### src/rtl/ftq_pkg.sv
// ftq_pkg: shared pointer type, queue geometry and pointer arithmetic for the
// FTQ pointer controller.
package ftq_pkg;

  localparam int ENTRIES = 8;
  localparam int PTR_W   = 3;
  localparam int VADDR_W = 39;

  // flag toggles on every wrap, so full and empty can be told apart
  typedef struct packed {
    logic             flag;
    logic [PTR_W-1:0] value;
  } ftq_ptr_t;

  // Adding across the flag bit wraps value and toggles flag, since ENTRIES is a power of two.
  function automatic ftq_ptr_t ptr_add(input ftq_ptr_t p, input logic [PTR_W:0] n);
    logic [PTR_W:0] sum;
    sum = {p.flag, p.value} + n;
    return ftq_ptr_t'(sum);
  endfunction

  function automatic ftq_ptr_t ptr_inc(input ftq_ptr_t p);
    return ptr_add(p, (PTR_W+1)'(1));
  endfunction

  // a is older than b, assuming both lie within one queue span
  function automatic logic ptr_lt(input ftq_ptr_t a, input ftq_ptr_t b);
    if (a.flag == b.flag) return a.value < b.value;
    else                  return a.value > b.value;
  endfunction

endpackage

### src/rtl/ftq_ptr_reg.sv
// ftq_ptr_reg: one {flag, value} queue pointer with reset > load > inc priority.
// ptr_next exposes the post-edge value so synchronous-read memories can be
// addressed one cycle ahead.
module ftq_ptr_reg
  import ftq_pkg::*;
(
  input  logic     clock,
  input  logic     reset,
  input  logic     inc,
  input  logic     load,
  input  ftq_ptr_t load_val,
  output ftq_ptr_t ptr,
  output ftq_ptr_t ptr_next
);

  // next-value selection, reset included so read addresses show 0 during reset
  always_comb begin
    ptr_next = ptr;
    if (reset)     ptr_next = '0;
    else if (load) ptr_next = load_val;
    else if (inc)  ptr_next = ptr_inc(ptr);
  end

  // pointer register
  always_ff @(posedge clock) begin
    if (reset) ptr <= '0;
    else       ptr <= ptr_next;
  end

endmodule

### src/rtl/ftq_ptr_ctrl.sv
// ftq_ptr_ctrl: bpu/ifu/commit pointer sequencing for the 8-entry FTQ PC memory.
// Optional feature macro FTQ_PTR_CTRL_PERF_EN adds saturating perf counters
// perf_full_cycles and perf_redirects.
module ftq_ptr_ctrl
  import ftq_pkg::*;
#(
  parameter int ENTRIES = ftq_pkg::ENTRIES,
  parameter int PTR_W   = ftq_pkg::PTR_W,
  parameter int VADDR_W = ftq_pkg::VADDR_W
) (
  input  logic               clock,
  input  logic               reset,
  input  logic               enq_valid,
  output logic               enq_ready,
  input  logic [VADDR_W-1:0] enq_startAddr,
  input  logic [VADDR_W-1:0] enq_nextLineAddr,
  input  logic               enq_fallThruError,
  output logic               ifu_req_valid,
  input  logic               ifu_req_ready,
  output logic [PTR_W:0]     ifu_req_idx,
  input  logic               commit_valid,
  input  logic               redirect_valid,
  input  logic [PTR_W:0]     redirect_ptr,
  output logic               mem_wen,
  output logic [PTR_W-1:0]   mem_waddr,
  output logic [VADDR_W-1:0] mem_wdata_startAddr,
  output logic [VADDR_W-1:0] mem_wdata_nextLineAddr,
  output logic               mem_wdata_fallThruError,
  output logic [PTR_W-1:0]   ifuPtr_wvalue,
  output logic [PTR_W-1:0]   ifuPtrPlus1_wvalue,
  output logic [PTR_W-1:0]   ifuPtrPlus2_wvalue,
  output logic [PTR_W-1:0]   commPtr_wvalue,
  output logic [PTR_W-1:0]   commPtrPlus1_wvalue,
  output logic [PTR_W:0]     occupancy
`ifdef FTQ_PTR_CTRL_PERF_EN
  ,
  output logic [31:0]        perf_full_cycles,
  output logic [31:0]        perf_redirects
`endif
);

  // The pointer struct is sized by the package, so the parameters must agree with it.
  if (ENTRIES != (1 << PTR_W) || PTR_W != ftq_pkg::PTR_W || VADDR_W != ftq_pkg::VADDR_W) begin : g_cfg_check
    $error("ftq_ptr_ctrl: ENTRIES/PTR_W/VADDR_W inconsistent with ftq_pkg");
  end

  ftq_ptr_t bpu_q, bpu_next;
  ftq_ptr_t ifu_q, ifu_next;
  ftq_ptr_t comm_q, comm_next;
  ftq_ptr_t bpu_d1;
  ftq_ptr_t redir_next;

  logic full;
  logic enq_fire;
  logic ifu_fire;
  logic commit_fire;
  logic unused_next_flags;

  assign redir_next = ptr_inc(ftq_ptr_t'(redirect_ptr));

  assign full      = (bpu_q.value == comm_q.value) && (bpu_q.flag != comm_q.flag);
  assign enq_ready = !full && !redirect_valid && !reset;
  assign enq_fire  = enq_valid && enq_ready;

  // bpu_d1 rather than bpu_q gates fetch, so an entry is written before its read address goes out
  assign ifu_req_valid = (ifu_q != bpu_d1) && !redirect_valid && !reset;
  assign ifu_fire      = ifu_req_valid && ifu_req_ready;
  assign ifu_req_idx   = ifu_q;

  // only fetched entries may retire; a commit in a redirect cycle still counts
  assign commit_fire = commit_valid && (comm_q != ifu_q) && !reset;

  assign mem_wen                 = enq_fire;
  assign mem_waddr               = bpu_q.value;
  assign mem_wdata_startAddr     = enq_startAddr;
  assign mem_wdata_nextLineAddr  = enq_nextLineAddr;
  assign mem_wdata_fallThruError = enq_fallThruError;

  ftq_ptr_reg u_bpu_ptr (
    .clock    (clock),
    .reset    (reset),
    .inc      (enq_fire),
    .load     (redirect_valid),
    .load_val (redir_next),
    .ptr      (bpu_q),
    .ptr_next (bpu_next)
  );

  ftq_ptr_reg u_ifu_ptr (
    .clock    (clock),
    .reset    (reset),
    .inc      (ifu_fire),
    .load     (redirect_valid),
    .load_val (redir_next),
    .ptr      (ifu_q),
    .ptr_next (ifu_next)
  );

  ftq_ptr_reg u_comm_ptr (
    .clock    (clock),
    .reset    (reset),
    .inc      (commit_fire),
    .load     (1'b0),
    .load_val ('0),
    .ptr      (comm_q),
    .ptr_next (comm_next)
  );

  // bpu_d1 trails bpu_q by one edge, but jumps with it on redirect and reset
  always_ff @(posedge clock) begin
    if (reset || redirect_valid) bpu_d1 <= bpu_next;
    else                         bpu_d1 <= bpu_q;
  end

  // read addresses for the synchronous-read memory, one cycle ahead
  assign ifuPtr_wvalue       = ifu_next.value;
  assign ifuPtrPlus1_wvalue  = ifu_next.value + PTR_W'(1);
  assign ifuPtrPlus2_wvalue  = ifu_next.value + PTR_W'(2);
  assign commPtr_wvalue      = comm_next.value;
  assign commPtrPlus1_wvalue = comm_next.value + PTR_W'(1);

  assign unused_next_flags = ifu_next.flag ^ comm_next.flag;

  // flag-aware difference reads ENTRIES when full
  assign occupancy = reset ? '0 : ({bpu_q.flag, bpu_q.value} - {comm_q.flag, comm_q.value});

`ifdef FTQ_PTR_CTRL_PERF_EN
  // saturating performance counters
  always_ff @(posedge clock) begin
    if (reset) begin
      perf_full_cycles <= '0;
      perf_redirects   <= '0;
    end else begin
      if (full && (perf_full_cycles != '1))         perf_full_cycles <= perf_full_cycles + 32'd1;
      if (redirect_valid && (perf_redirects != '1)) perf_redirects   <= perf_redirects + 32'd1;
    end
  end
`endif

endmodule

### config.mk
export PLATFORM = sky130hd
export DESIGN_NAME = ftq_ptr_ctrl
export DESIGN_NICKNAME = d
export VERILOG_FILES = /design/src/rtl/ftq_pkg.sv /design/src/rtl/ftq_ptr_reg.sv /design/src/rtl/ftq_ptr_ctrl.sv
export SDC_FILE = /design/constraint.sdc
export NUM_CORES = 1
export LEC_CHECK = 0
export CORE_ASPECT_RATIO = 0.6
export CORE_MARGIN = 3
export CORE_UTILIZATION = 40
export DETAILED_ROUTE_END_ITERATION = 16
export DONT_BUFFER_PORTS = 1
export SLEW_MARGIN = 25
export SYNTH_ARGS = -nofsm -noshare
export SYNTH_HDL_FRONTEND = slang
export SYNTH_SLANG_ARGS = --single-unit
### constraint.sdc
create_clock -name clock -period 3.1 [get_ports clock]
set_clock_uncertainty 0.05 [all_clocks]
set_input_delay 0.62 -clock clock [delete_from_list [all_inputs] [get_ports clock]]
set_output_delay 0.62 -clock clock [all_outputs]
set_load 0.005 [all_outputs]
==> impl_metrics.toml <==
[grt]
grt_pass1_wl_um = 5130
grt_overflow = 0
antenna_found_initial = 0
grt_max_degree = 22
globalRouteTotalUtil_pct = 12.3
grt_pass1_vias = 971

[clock_tree]
cts_buffers = 3
clock_latency_ns = 0.25
clockBufferDepth = 2
htree_num_levels = 1
clkTransAtPathRegs_ns = 0.06
cts-root-buf = "clkbuf_8"
cts_sinks = 16
cts_setup_buffers = 0
cts_tree = "built"

[floorplan]
ios = 197
fp.dieW_um = 91.2
start_util_pct = 44.5
fp-row-count = 17
die_area_um2 = 5210
die_y_um = 57.1
core_area_um2 = 3910

[sta]
drv_slew = 0
finalCritPeriodShare_pct = 93.3
fmax_ghz = 0.346
worst_slew_pin_slew_ns = 0.475
hold_viol = 0
fin_tns_setup_ns = 0
relSlewSlack_pct = 68.4
layout_min_cycle_time_ns = 2.89
rsz0062_at_grt = "no"
setup-violations-final = 0

[placed_design]
hpwl_um = 2630
place_congestion = 0.751
port_buffers = 0

[routing]
wl_um = 3180
firstDrtPassIters = 5
wl_per_cell_um = 17.2
ant_nets = 0
vias = 931
vias_per_cell = 5.03
drt_iter0_drc = 58
drc = 0

[job]
maxCapViolations = 0

[min_path]
min_path_cells = 1
hold_start = "reset"
min_to = "bpu_d1[0]"
hold_path.class = "input port to register"

[synthesis]
synth_area_um2 = 1740
synth_nets = 308
ys_ff_latch = 16
synth_top_area_share_pct = 35.8
synth_cell_types = 29
syn_avg_cell_area_um2 = 8.29
synth_top_area_cell = "buf_4"
yosys_warnings = 0
yosys-top-cells-area = "buf_4 36%, dfxtp_1 18%, xor2_1 8.0%, ha_1 5.7%, xnor2_1 4.0%"
syn_inst = 210
ys_seq_area_share_pct = 18.4

[setup_path]
regToRegSetupSlack_ns = 1.15
ff2ff_path_depth = 6
endpoint_kind = "output pin"
start_kind = "register"
reg2reg_from = "u_ifu_ptr.ptr[0]"
arrival_ns = 2.22
r2r_end = "u_ifu_ptr.ptr[2]"
crit_fanout = 6
timing_worst_setup_path_type = "register to output pin"
cp.required_ns = 2.43

[pwr]
p_per_area_nw_per_um2 = 484
total_power_mw = 0.601
peakVddDrop_mv = 0.176
p_leak_nw = 0.565

[final_layout]
drive_above_1_share_pct = 9.38
area_growth_pct = -28.7
fin_nets = 227
fillers = 432
mostFrequentLayoutCells = "16 x xor2_1, 16 x dfxtp_1, 15 x inv_1, 15 x nor2_1"
diodes = 0

[run_status]
status = "finished clean"
==> cells by family after synthesis <==
family | count (synthesis) | share of synthesized area [%]
and+or+nand+nor | 31 | 7.90
AOI/OAI and AO/OA | 24 | 11.6
buffers and inverters | 102 | 40.7
muxes | 4 | 2.37
DFF | 16 | 18.4
xor gates and xnor gates | 24 | 12.1
adders and majority gates | 9 | 6.90
==> layout make-up <==
class / instances / area (µm²) / share of cell area [%]
multi-input combinational: 92 / 734 / 59.2
sequential: 16 / 320 / 25.8
tap: 57 / 71.3 / 5.75
inverter: 16 / 60.1 / 4.84
clock buffer: 4 / 55.1 / 4.44
==> how the worst max path moves through the flow <==
stage | endpoint | slack (ns) | startpoint
5_1_grt | ifuPtrPlus1_wvalue[2] | 0.004 | u_ifu_ptr.ptr[0]
3_3_place_gp | ifuPtrPlus2_wvalue[2] | 0.47 | u_ifu_ptr.ptr[0]
2_1_floorplan | ifuPtrPlus2_wvalue[2] | 0.62 | u_ifu_ptr.ptr[2]
6_report | ifuPtrPlus2_wvalue[2] | 0.21 | u_ifu_ptr.ptr[0]
4_1_cts | commPtrPlus1_wvalue[2] | 0.15 | u_ifu_ptr.ptr[0]
3_5_place_dp | ifuPtrPlus1_wvalue[2] | 0.42 | u_ifu_ptr.ptr[0]
==> registers in the layout (all words and copies together) (netlist names) <==
| name | flops |
|---|---|
| bpu_d1 | 4 |
| u_comm_ptr.ptr | 4 |
| u_ifu_ptr.ptr | 4 |
| u_bpu_ptr.ptr | 4 |
==> worst max-delay path: stages (launching register included) <==
cell and delay [ns]:
dfxtp_1 0.50, xor2_1 0.17, o41ai_4 0.42, mux2_2 0.40, o21ai_4 0.21, inv_2 0.08
xnor2_1 0.18
==> cells in the mapped netlist, drive strengths merged <==
cell / n
buf: 85
dfxtp: 16
inv: 16
nor2: 16
xor2: 16
ha: 8
xnor2: 8
a21oi: 7
o21ai: 6
nand2: 5
nand3: 5
a21boi: 4
mux2i: 3
o21a: 3
o41ai: 2
a21o: 1
and3: 1
clkbuf: 1
fa: 1
mux2: 1
nor2b: 1
nor3: 1
nor3b: 1
o41a: 1
or3: 1
==> what timing repair did <==
item | CTS | global route
hold endpoints to repair | 0 | 0
hold buffers | 0 | 0
endpoints found under the setup margin | 0 | 3
resized for setup | 0 | 2
==> metrics by stage <==
stage	std cells	util [%]	setup WS, ns	hold WS, ns	area (µm²)
3_5_place_dp	181	29.7	0.415	0.479	1160
4_1_cts	185	31.1	0.145	0.387	1220
5_1_grt	185	31.7	0.00389	0.380	1240
2_1_floorplan	210	-	0.616	0.432	1740
3_3_place_gp	181	29.7	0.467	0.454	1160
6_report	185	31.7	0.209	0.395	1240
==> layer usage <==
metal	GRT usage, %	part of all wire, %	wire (µm)
met5	0	0	0
met4	4.51	2.9	91
met3	9.49	14	452
met2	15.3	38	1200
met1	15.8	45	1440
==> power breakdown <==
part | total (mW) | switching (mW) | internal (mW)
Sequential | 0.253 | 0.0295 | 0.223
Clock | 0.185 | 0.0722 | 0.113
Combinational | 0.164 | 0.0957 | 0.0679
Total | 0.601 | 0.197 | 0.403
Note: power is estimated with default switching activity, not from simulation.
